File: src/rtl/mod21_residue_norm.sv
// Two-stage streaming normaliser for the mod-21 carry-save reducer.
// It folds the 7-bit partial residue (nominally 0..70, congruent to n mod 21)
// down to the canonical residue 0..20.
// Stage 1 removes a multiple of 63 and flags out-of-range inputs.
// Stage 2 removes 42 and then 21.
// A saturating counter tracks how many results have been delivered downstream.
module mod21_residue_norm #(
    parameter int CNT_W  = 16,
    parameter int MAX_IN = 70
) (
    input  logic             clk,
    input  logic             rst_n,
    input  logic             in_valid,
    output logic             in_ready,
    input  logic [6:0]       in_final,
    output logic             out_valid,
    input  logic             out_ready,
    output logic [4:0]       out_res,
    output logic             out_err,
    input  logic             cnt_clr,
    output logic [CNT_W-1:0] cnt
);

    localparam logic [6:0]       MAX_IN_W = 7'(MAX_IN);
    localparam logic [CNT_W-1:0] CNT_MAX  = '1;

    // Stage 1 registers: folded value and out-of-contract flag.
    logic       s1_valid_q, s1_valid_d;
    logic [6:0] s1_y_q,     s1_y_d;
    logic       s1_e_q,     s1_e_d;

    // Stage 2 registers drive the outputs directly.
    logic       s2_valid_q, s2_valid_d;
    logic [4:0] out_res_q,  out_res_d;
    logic       out_err_q,  out_err_d;

    logic [CNT_W-1:0] cnt_q, cnt_d;

    logic       s1_load;
    logic       s2_load;
    logic       out_xfer;
    logic [6:0] y_calc;
    logic [6:0] z_calc;
    logic [4:0] r_calc;

    // Handshake: stage 2 takes stage 1 whenever it is empty or draining.
    // in_ready looks through to out_ready on purpose; there is no skid buffer.
    always_comb begin
        s2_load  = s1_valid_q & (~s2_valid_q | out_ready);
        in_ready = ~s1_valid_q | s2_load;
        s1_load  = in_valid & in_ready;
        out_xfer = s2_valid_q & out_ready;
    end

    // Residue arithmetic. 63 and 42 are both multiples of 21. Each subtraction
    // is guarded by its compare, so the unsigned result never borrows.
    always_comb begin
        y_calc = (in_final >= 7'd63) ? in_final - 7'd63 : in_final;
        z_calc = (s1_y_q >= 7'd42) ? s1_y_q - 7'd42 : s1_y_q;
        r_calc = (z_calc >= 7'd21) ? 5'(z_calc - 7'd21) : z_calc[4:0];
    end

    // Next-state for both stages and the delivery counter.
    always_comb begin
        // NOTE: every signal gets a default first so no path leaves it unassigned (no latch).
        s1_valid_d = s1_valid_q;
        s1_y_d     = s1_y_q;
        s1_e_d     = s1_e_q;
        s2_valid_d = s2_valid_q;
        out_res_d  = out_res_q;
        out_err_d  = out_err_q;
        cnt_d      = cnt_q;

        if (s1_load) begin
            s1_valid_d = 1'b1;
            s1_y_d     = y_calc;
            s1_e_d     = (in_final > MAX_IN_W);
        end else if (s2_load) begin
            s1_valid_d = 1'b0;
        end

        if (s2_load) begin
            s2_valid_d = 1'b1;
            out_res_d  = r_calc;
            out_err_d  = s1_e_q;
        end else if (out_ready) begin
            s2_valid_d = 1'b0;
        end

        // A clear wins over a coincident delivery.
        if (cnt_clr) begin
            cnt_d = '0;
        end else if (out_xfer && (cnt_q != CNT_MAX)) begin
            cnt_d = cnt_q + 1'b1;
        end
    end

    // Pipeline and counter state. Reset discards anything in flight.
    always_ff @(posedge clk or negedge rst_n) begin
        if (!rst_n) begin
            s1_valid_q <= 1'b0;
            s1_y_q     <= '0;
            s1_e_q     <= 1'b0;
            s2_valid_q <= 1'b0;
            out_res_q  <= '0;
            out_err_q  <= 1'b0;
            cnt_q      <= '0;
        end else begin
            // NOTE: non-blocking assignments so every register samples pre-edge values.
            s1_valid_q <= s1_valid_d;
            s1_y_q     <= s1_y_d;
            s1_e_q     <= s1_e_d;
            s2_valid_q <= s2_valid_d;
            out_res_q  <= out_res_d;
            out_err_q  <= out_err_d;
            cnt_q      <= cnt_d;
        end
    end

    assign out_valid = s2_valid_q;
    assign out_res   = out_res_q;
    assign out_err   = out_err_q;
    assign cnt       = cnt_q;

endmodule

File: config.mk
export PLATFORM = sky130hd
export DESIGN_NAME = mod21_residue_norm
export DESIGN_NICKNAME = d
export VERILOG_FILES = /design/src/rtl/mod21_residue_norm.sv
export SDC_FILE = /design/constraint.sdc
export NUM_CORES = 1
export LEC_CHECK = 0
export ABC_AREA = 1
export BUFFER_PORTS_ARGS = -buffer_cell sky130_fd_sc_hd__buf_2
export CAP_MARGIN = 20
export CORE_ASPECT_RATIO = 1.2
export CORE_MARGIN = 2
export CORE_UTILIZATION = 30
export DETAILED_ROUTE_END_ITERATION = 8
export RECOVER_POWER = 25
export REMOVE_ABC_BUFFERS = 1
export SETUP_SLACK_MARGIN = 0.5
export SYNTH_ARGS = -nofsm -noshare
export SYNTH_HDL_FRONTEND = slang
export SYNTH_SLANG_ARGS = --single-unit
File: constraint.sdc
create_clock -name clk -period 1.9 [get_ports clk]
set_input_delay 0.095 -clock clk [delete_from_list [all_inputs] [get_ports clk]]
set_output_delay 0.095 -clock clk [all_outputs]
set_load 0.1 [all_outputs]
==> results of run 1 <==
[cell type report]
cell class                 instances  share of cell area
multi-input combinational        198               0.444
sequential                        32               0.284
timing repair buffer              64               0.150
inverter                          40              0.0563
tap                               85              0.0377
clock buffer                       6              0.0257
clock inverter                     1             0.00177
[what timing repair did]
| item | in CTS | in global routing |
|---|---|---|
| endpoints found under the hold margin | 32 | 0 |
| gates cloned | 0 | 0 |
| hold buffers | 1 | 0 |
| buffers inserted | 17 | 5 |
| pin swaps | 21 | 24 |
| gates resized for setup | 34 | 30 |
| setup endpoints to repair | 24 | 24 |
[flip-flops by register name, indices dropped and copies added, names as in the netlist]
| name | flops |
|---|---|
| s1_e_q | 1 |
| cnt | 16 |
| s1_y_q | 7 |
| s1_valid_q | 1 |
| out_err | 1 |
| out_valid | 1 |
| out_res | 5 |
[placed cells by master (no fill, tap or decap), types with 5 or more instances in the layout]
cell type  Yosys  layout
a21oi_1       10       8
buf_2          0      33
buf_4          0      22
buf_6          0       7
clkbuf_8       0       5
dfrtp_1       32      31
inv_1         34      28
inv_2          5       9
nand2_1       70      63
nand2_2        8       9
nand2_4        5      10
nand3_1       19      14
nand3_2        3       6
nor2_1        17      13
nor2_2         5       5
nor2_4         1       5
nor3_1         5       5
o21ai_0       16      11
o21ai_1        6       9
xor2_1         7       7
[power breakdown]
group	internal (mW)	switching, mW
clock	0.249	0.248
combinational	0.409	1.04
sequential	0.777	0.0666
total	1.43	1.35
[cells by family (layout without fill, tap and decap cells)]
group	after synthesis	after routing	share of synthesized area
AO/OA/AOI/OAI	46	46	0.134
XOR/XNOR	7	7	0.0302
adder cells (fa/ha/maj)	4	4	0.0246
buffers and inverters	43	111	0.0806
flip-flops	32	32	0.394
AND/OR/NAND/NOR	141	141	0.337
[per-stage QoR]
stage	TNS [ns]	cell area, µm²	setup slack, ns
2_1_floorplan	-14.34	2020	-1.03
6_report	0	2820	0.193
3_3_place_gp	0	2350	0.121
3_5_place_dp	0	2350	0.0479
5_1_grt	0	2820	0.0564
4_1_cts	0	2680	0.192
[final timing paths]
check | startpoint | end | slack [ns] | cells past startpoint
setup / recovery | s1_y_q[1] | out_res[2] | 0.19 | 15
hold / removal | in_final[6] | s1_e_q | 0.08 | 3
setup reg to reg | s1_y_q[1] | out_res[2] | 0.19 | 15
hold reg to reg | out_res[1] | out_res[1] | 0.46 | 2
max in group asynchronous | rst_n | s1_y_q[3] | 0.92 | 2
min in group asynchronous | rst_n | cnt[10] | 0.43 | 2
[per-layer routing]
layer,share of wire,up-vias
li1,-,1025
met1,0.46,953
met2,0.50,43
met3,0.028,10
met4,0.020,0
met5,0,-
[worst min-delay path, stage by stage]
cell and delay, ns:
buf_2 0.09, nand3_1 0.06, o21ai_0 0.07
==> flow_summary.toml, run 1 <==
[cells_and_area]
antennaDiodeCount = 0
fin_util = 0.435
multi_input_area_mm2 = 0.00125
fin_cells = 426
regArea_um2 = 802
syn2layout_area_growth_pct = 38.7
drive_gt1_frac = 0.387
fillers = 660
fin_nets = 357

[drt]
ant_nets = 0
wl_per_cell_um = 12.1
wl_um = 5160
dr.pass1.iters = 4
drt-initial-drc-count = 80
viasPerCell = 4.77
drc = 0
num_vias = 2031

[clocking]
cts.sinks = 32
cts_max_level = 2
cts_tree = "yes"
clock_path_buffers = 2
clock_latency_ns = 0.28
clk_pin_slew_worst_paths_ns = 0.07
cts_root_buf = "clkbuf_8"
cts_buffers = 5

[synthesis]
yosys_warnings = 0
ys_ff_latch = 32
synth-seq-area-share = 0.394
yosys.area.top_type = "dfrtp_1"
synth_area_leaders = "dfrtp_1 39%, nand2_1 13%, inv_1 6.3%, nand3_1 4.7%, o21ai_0 3.9%"
synth_enable_flop_cells = 0
yosysMostFrequentCell = "nand2_1"
netlist_top_cells_count = "70 x nand2_1, 34 x inv_1, 32 x dfrtp_1, 19 x nand3_1, 17 x nor2_1"
syn-instance-count = 273
syn_area_mm2 = 0.00203
avgSynthCellArea_um2 = 7.45
ys_async_sr_fraction = 1.00
synth.top_cell.area_share = 0.394
synthFlopType = "dfrtp_1"
ys_types = 32

[timing]
worst_pin_slew_ns = 0.794
holdWs_ns = 0.0775
fmax_ghz = 0.586
finalSetupViolations = 0
drv_slew = 0
finClkSkew_ns = 0.00694
final_hold_viol_count = 0
fin_crit_ns = 1.71
fin_crit_sh = 0.898
rsz0062_at_grt = "true"
relSlewSlack = 0.471

[worst_setup_path]
critPathMaxStageDelay_ns = 0.39
crit_type = "reg -> reg"
cp_num_buf_inv = 3
path_cells = "inv_2 -> ha_4 -> inv_2 -> nand2_4 -> nand2_4 -> nand2_4 -> nand2_8 -> nand2_4 -> nand3_4 -> buf_4 -> xor2_1 -> nand2_1 -> nand2_1 -> nand2_1 -> nand2_1"
worst_ep_arrival_time_ns = 1.88
startpoint_type = "flop"
cp_top_family = "simple AND/OR/NAND/NOR gates"
cp.required_ns = 2.07
worstSetupEndpointType = "flop"
crit_slowest_cell = "dfrtp_1"
cp_max_fo = 7

[global_routing]
grt_max_degree = 33
grt_pass1_wl_um = 8600
grt_use_met1 = 0.177
use_met2 = 0.245
overflow = 0
top_usage_layer = "met2"
use_met3 = 0.0288
antenna_found_initial = 0
grt_pass1_vias = 1877
globalRouteTotalUtil = 0.144

[placement]
place_inst = 396
dp_hpwl_um = 3480
place_congestion = 0.827
io_buffers = 35

[power_and_ir_drop]
fin_total_pwr_mw = 2.79
vdd_ir_drop_max_mv = 0.567
powerDensity_mw_per_mm2 = 988
leakage_nw = 1.44

[floorplan]
die_w_um = 79.2
design.die.area_mm2 = 0.00745
initial_core_util = 0.313
die_h_um = 94.2
coreArea_mm2 = 0.00649
io_pins = 36
core.rowCount = 32

[status]
outcome = "completed"

[flow_run]
drv_cap = 0

[min_path]
hp-class = "in -> reg"
No activity file was read; power rests on OpenSTA's default activity.
==> inputs of run 2 (changes only) <==
- REMOVE_ABC_BUFFERS: 1 -> unset
- TNS_END_PERCENT: unset -> 5
==> run 2 against run 1 <==
Sequential cell count is the same. Maximum frequency shrank 1.8%. Critical path type unchanged. Sequential power up 1%. Clock power is 6.6% higher. Global-route usage shrank 0.46 points. Largest cell class unchanged. Non-clock buffer count shrank 6. Final area is 2.6% lower. First-iteration DRC count down 48%. Routed wire length is 7.7% lower. Clock skew is 0.0044 ns lower. Sequential share of layout area up 2.3 points.
==> flow_summary.toml, run 2 (synthesis results as in run 1) <==
[drt]
wl_um = 4760
wl_per_cell_um = 11.3
dr_wl_met2_um = 2280
ant_nets = 0
top_layer = "met4"
num_vias = 1965
dr.pass1.iters = 4
viasPerCell = 4.67
drt-initial-drc-count = 42
wl_met1_um = 2220
route.met3.wl_um = 171
drc = 0

[placement]
place_congestion = 0.781
dp_hpwl_um = 3530
io_buffers = 35

[power_and_ir_drop]
powerDensity_mw_per_mm2 = 1040
seqPwrFrac = 0.299
p_comb_frac = 0.514
switching_share = 0.471
power.internal_mw = 1.51
leakage_nw = 1.35
vdd_ir_drop_max_mv = 0.579
pwr-share-clk = 0.186
switchingPower_mw = 1.34

[timing]
finalSetupViolations = 0
relSlewSlack = 0.489
fin_crit_ns = 1.74
drv_slew = 0
holdWs_ns = 0.0897
worst_pin_slew_ns = 0.766
fin_crit_sh = 0.915
finClkSkew_ns = 0.00254
setup_tns_ns = 0
final_hold_viol_count = 0
rsz0062_at_grt = "true"
fmax_ghz = 0.575

[floorplan]
coreArea_mm2 = 0.00649
die_h_um = 94.2
io_pins = 36
design.die.area_mm2 = 0.00745
core.rowCount = 32
die_w_um = 79.2
initial_core_util = 0.313

[global_routing]
grt_max_degree = 33
grt_pass1_vias = 1843
globalRouteTotalUtil = 0.140
antenna_found_initial = 0
grt_pass1_wl_um = 8380
overflow = 0

[flow_run]
drv_cap = 0

[min_path]
hp-class = "in -> reg"

[cells_and_area]
layout_common_cells = "60 x nand2_1, 34 x buf_2, 31 x inv_1"
syn2layout_area_growth_pct = 35.1
final_common_cell = "nand2_1"
drive_gt1_frac = 0.399
fin_nets = 351
antennaDiodeCount = 0
fillers = 682
largest_reg_flops = 16

[worst_setup_path]
worst_ep_arrival_time_ns = 1.92
worstSetupEndpointType = "flop"
cp.required_ns = 2.08
startpoint_type = "flop"
cp_max_fo = 7
crit_type = "reg -> reg"

[clocking]
cts_root_buf = "clkbuf_8"
cts_max_level = 2
cts_buffers = 5
cts.sinks = 32
clock_latency_ns = 0.28
clk_pin_slew_worst_paths_ns = 0.06
clock_path_buffers = 2
cts_tree = "yes"

[status]
outcome = "completed"

[synthesis]
syn-num-nets = 289
==> run 2: cell types whose count changed in the layout (fill, tap and decap cells not counted), moves of 2 or more <==
cell / delta
buf_6: -6
nand3_1: +3
nand2_2: +7
o21ai_0: +2
a21oi_2: -2
dfrtp_1: -17
nand2_4: -4
inv_2: -2
dfrtp_4: +8
a21oi_1: +2
nand3_2: -3
nand2_1: -3
inv_1: +3
dfrtp_2: +9
==> run 2: through the flow <==
stage	util	worst slack [ns]	area, µm²	power [mW]	cells
detailed placement	0.372	0.0792	2410	2.11	393
CTS	0.408	0.187	2650	2.77	414
global placement	0.372	0.0850	2410	2.10	393
floorplan	-	0.107	2120	1.88	273
global route	0.424	0.0529	2750	3.05	421
finish	0.424	0.161	2750	2.85	421
==> run 2: layer usage <==
metal / GRT usage / up-vias
li1: - / 1014
met1: 0.175 / 909
met2: 0.239 / 34
met3: 0.0288 / 8
met4: 0.0445 / 0
met5: 0 / -
==> run 2: final cells by class <==
class,count,area (µm²),share of cell area
timing repair buffer,58,354,0.129
clock buffer,8,90.1,0.0328
inverter,40,155,0.0565
sequential,32,843,0.307
multi-input combinational,198,1200,0.436
tap,85,106,0.0387
==> run 2: worst max-delay path: stages, from the launching register on <==
cell and delay (ns):
dfrtp_1 0.40, inv_2 0.09, ha_4 0.14, inv_2 0.03
nand2_2 0.05, nand2_2 0.07, nand2_4 0.12, nand2_8 0.08
nand2_2 0.07, nand2_2 0.08, nand2_4 0.10, nand2_4 0.05
nand2_4 0.08, nand2_4 0.07, nand2_2 0.06, nand2_2 0.05
nand2_2 0.06, nand2_2 0.04
==> run 2: path summary, 6_finish.rpt <==
| kind | startpoint | end | slack, ns | cells after the start |
|---|---|---|---|---|
| setup / recovery | s1_y_q[1] | out_res[0] | 0.16 | 17 |
| min in group asynchronous | rst_n | cnt[5] | 0.42 | 2 |
| hold / removal | in_final[6] | s1_e_q | 0.09 | 3 |
| setup reg to reg | s1_y_q[1] | out_res[0] | 0.16 | 17 |
| max in group asynchronous | rst_n | out_valid | 0.92 | 2 |
| hold reg to reg | out_err | out_err | 0.48 | 2 |
==> run 2: timing repair <==
| action | 4_1_cts | 5_1_grt |
|---|---|---|
| hold buffers | 1 | 0 |
| resized for setup | 15 | 18 |
| pin swaps | 13 | 16 |
| endpoints found under the hold margin | 32 | 0 |
| cloned | 0 | 0 |
| setup endpoints to repair | 22 | 28 |
| setup buffers | 12 | 7 |
==> run 2: power groups by stage <==
stage	combinational (mW)	sequential, mW	clock [mW]
final	1.46	0.853	0.530
after CTS	1.36	0.856	0.552
after detailed placement	1.24	0.867	0
after global placement	1.23	0.866	0
after global routing	1.59	0.871	0.590
after floorplan	0.536	1.35	0
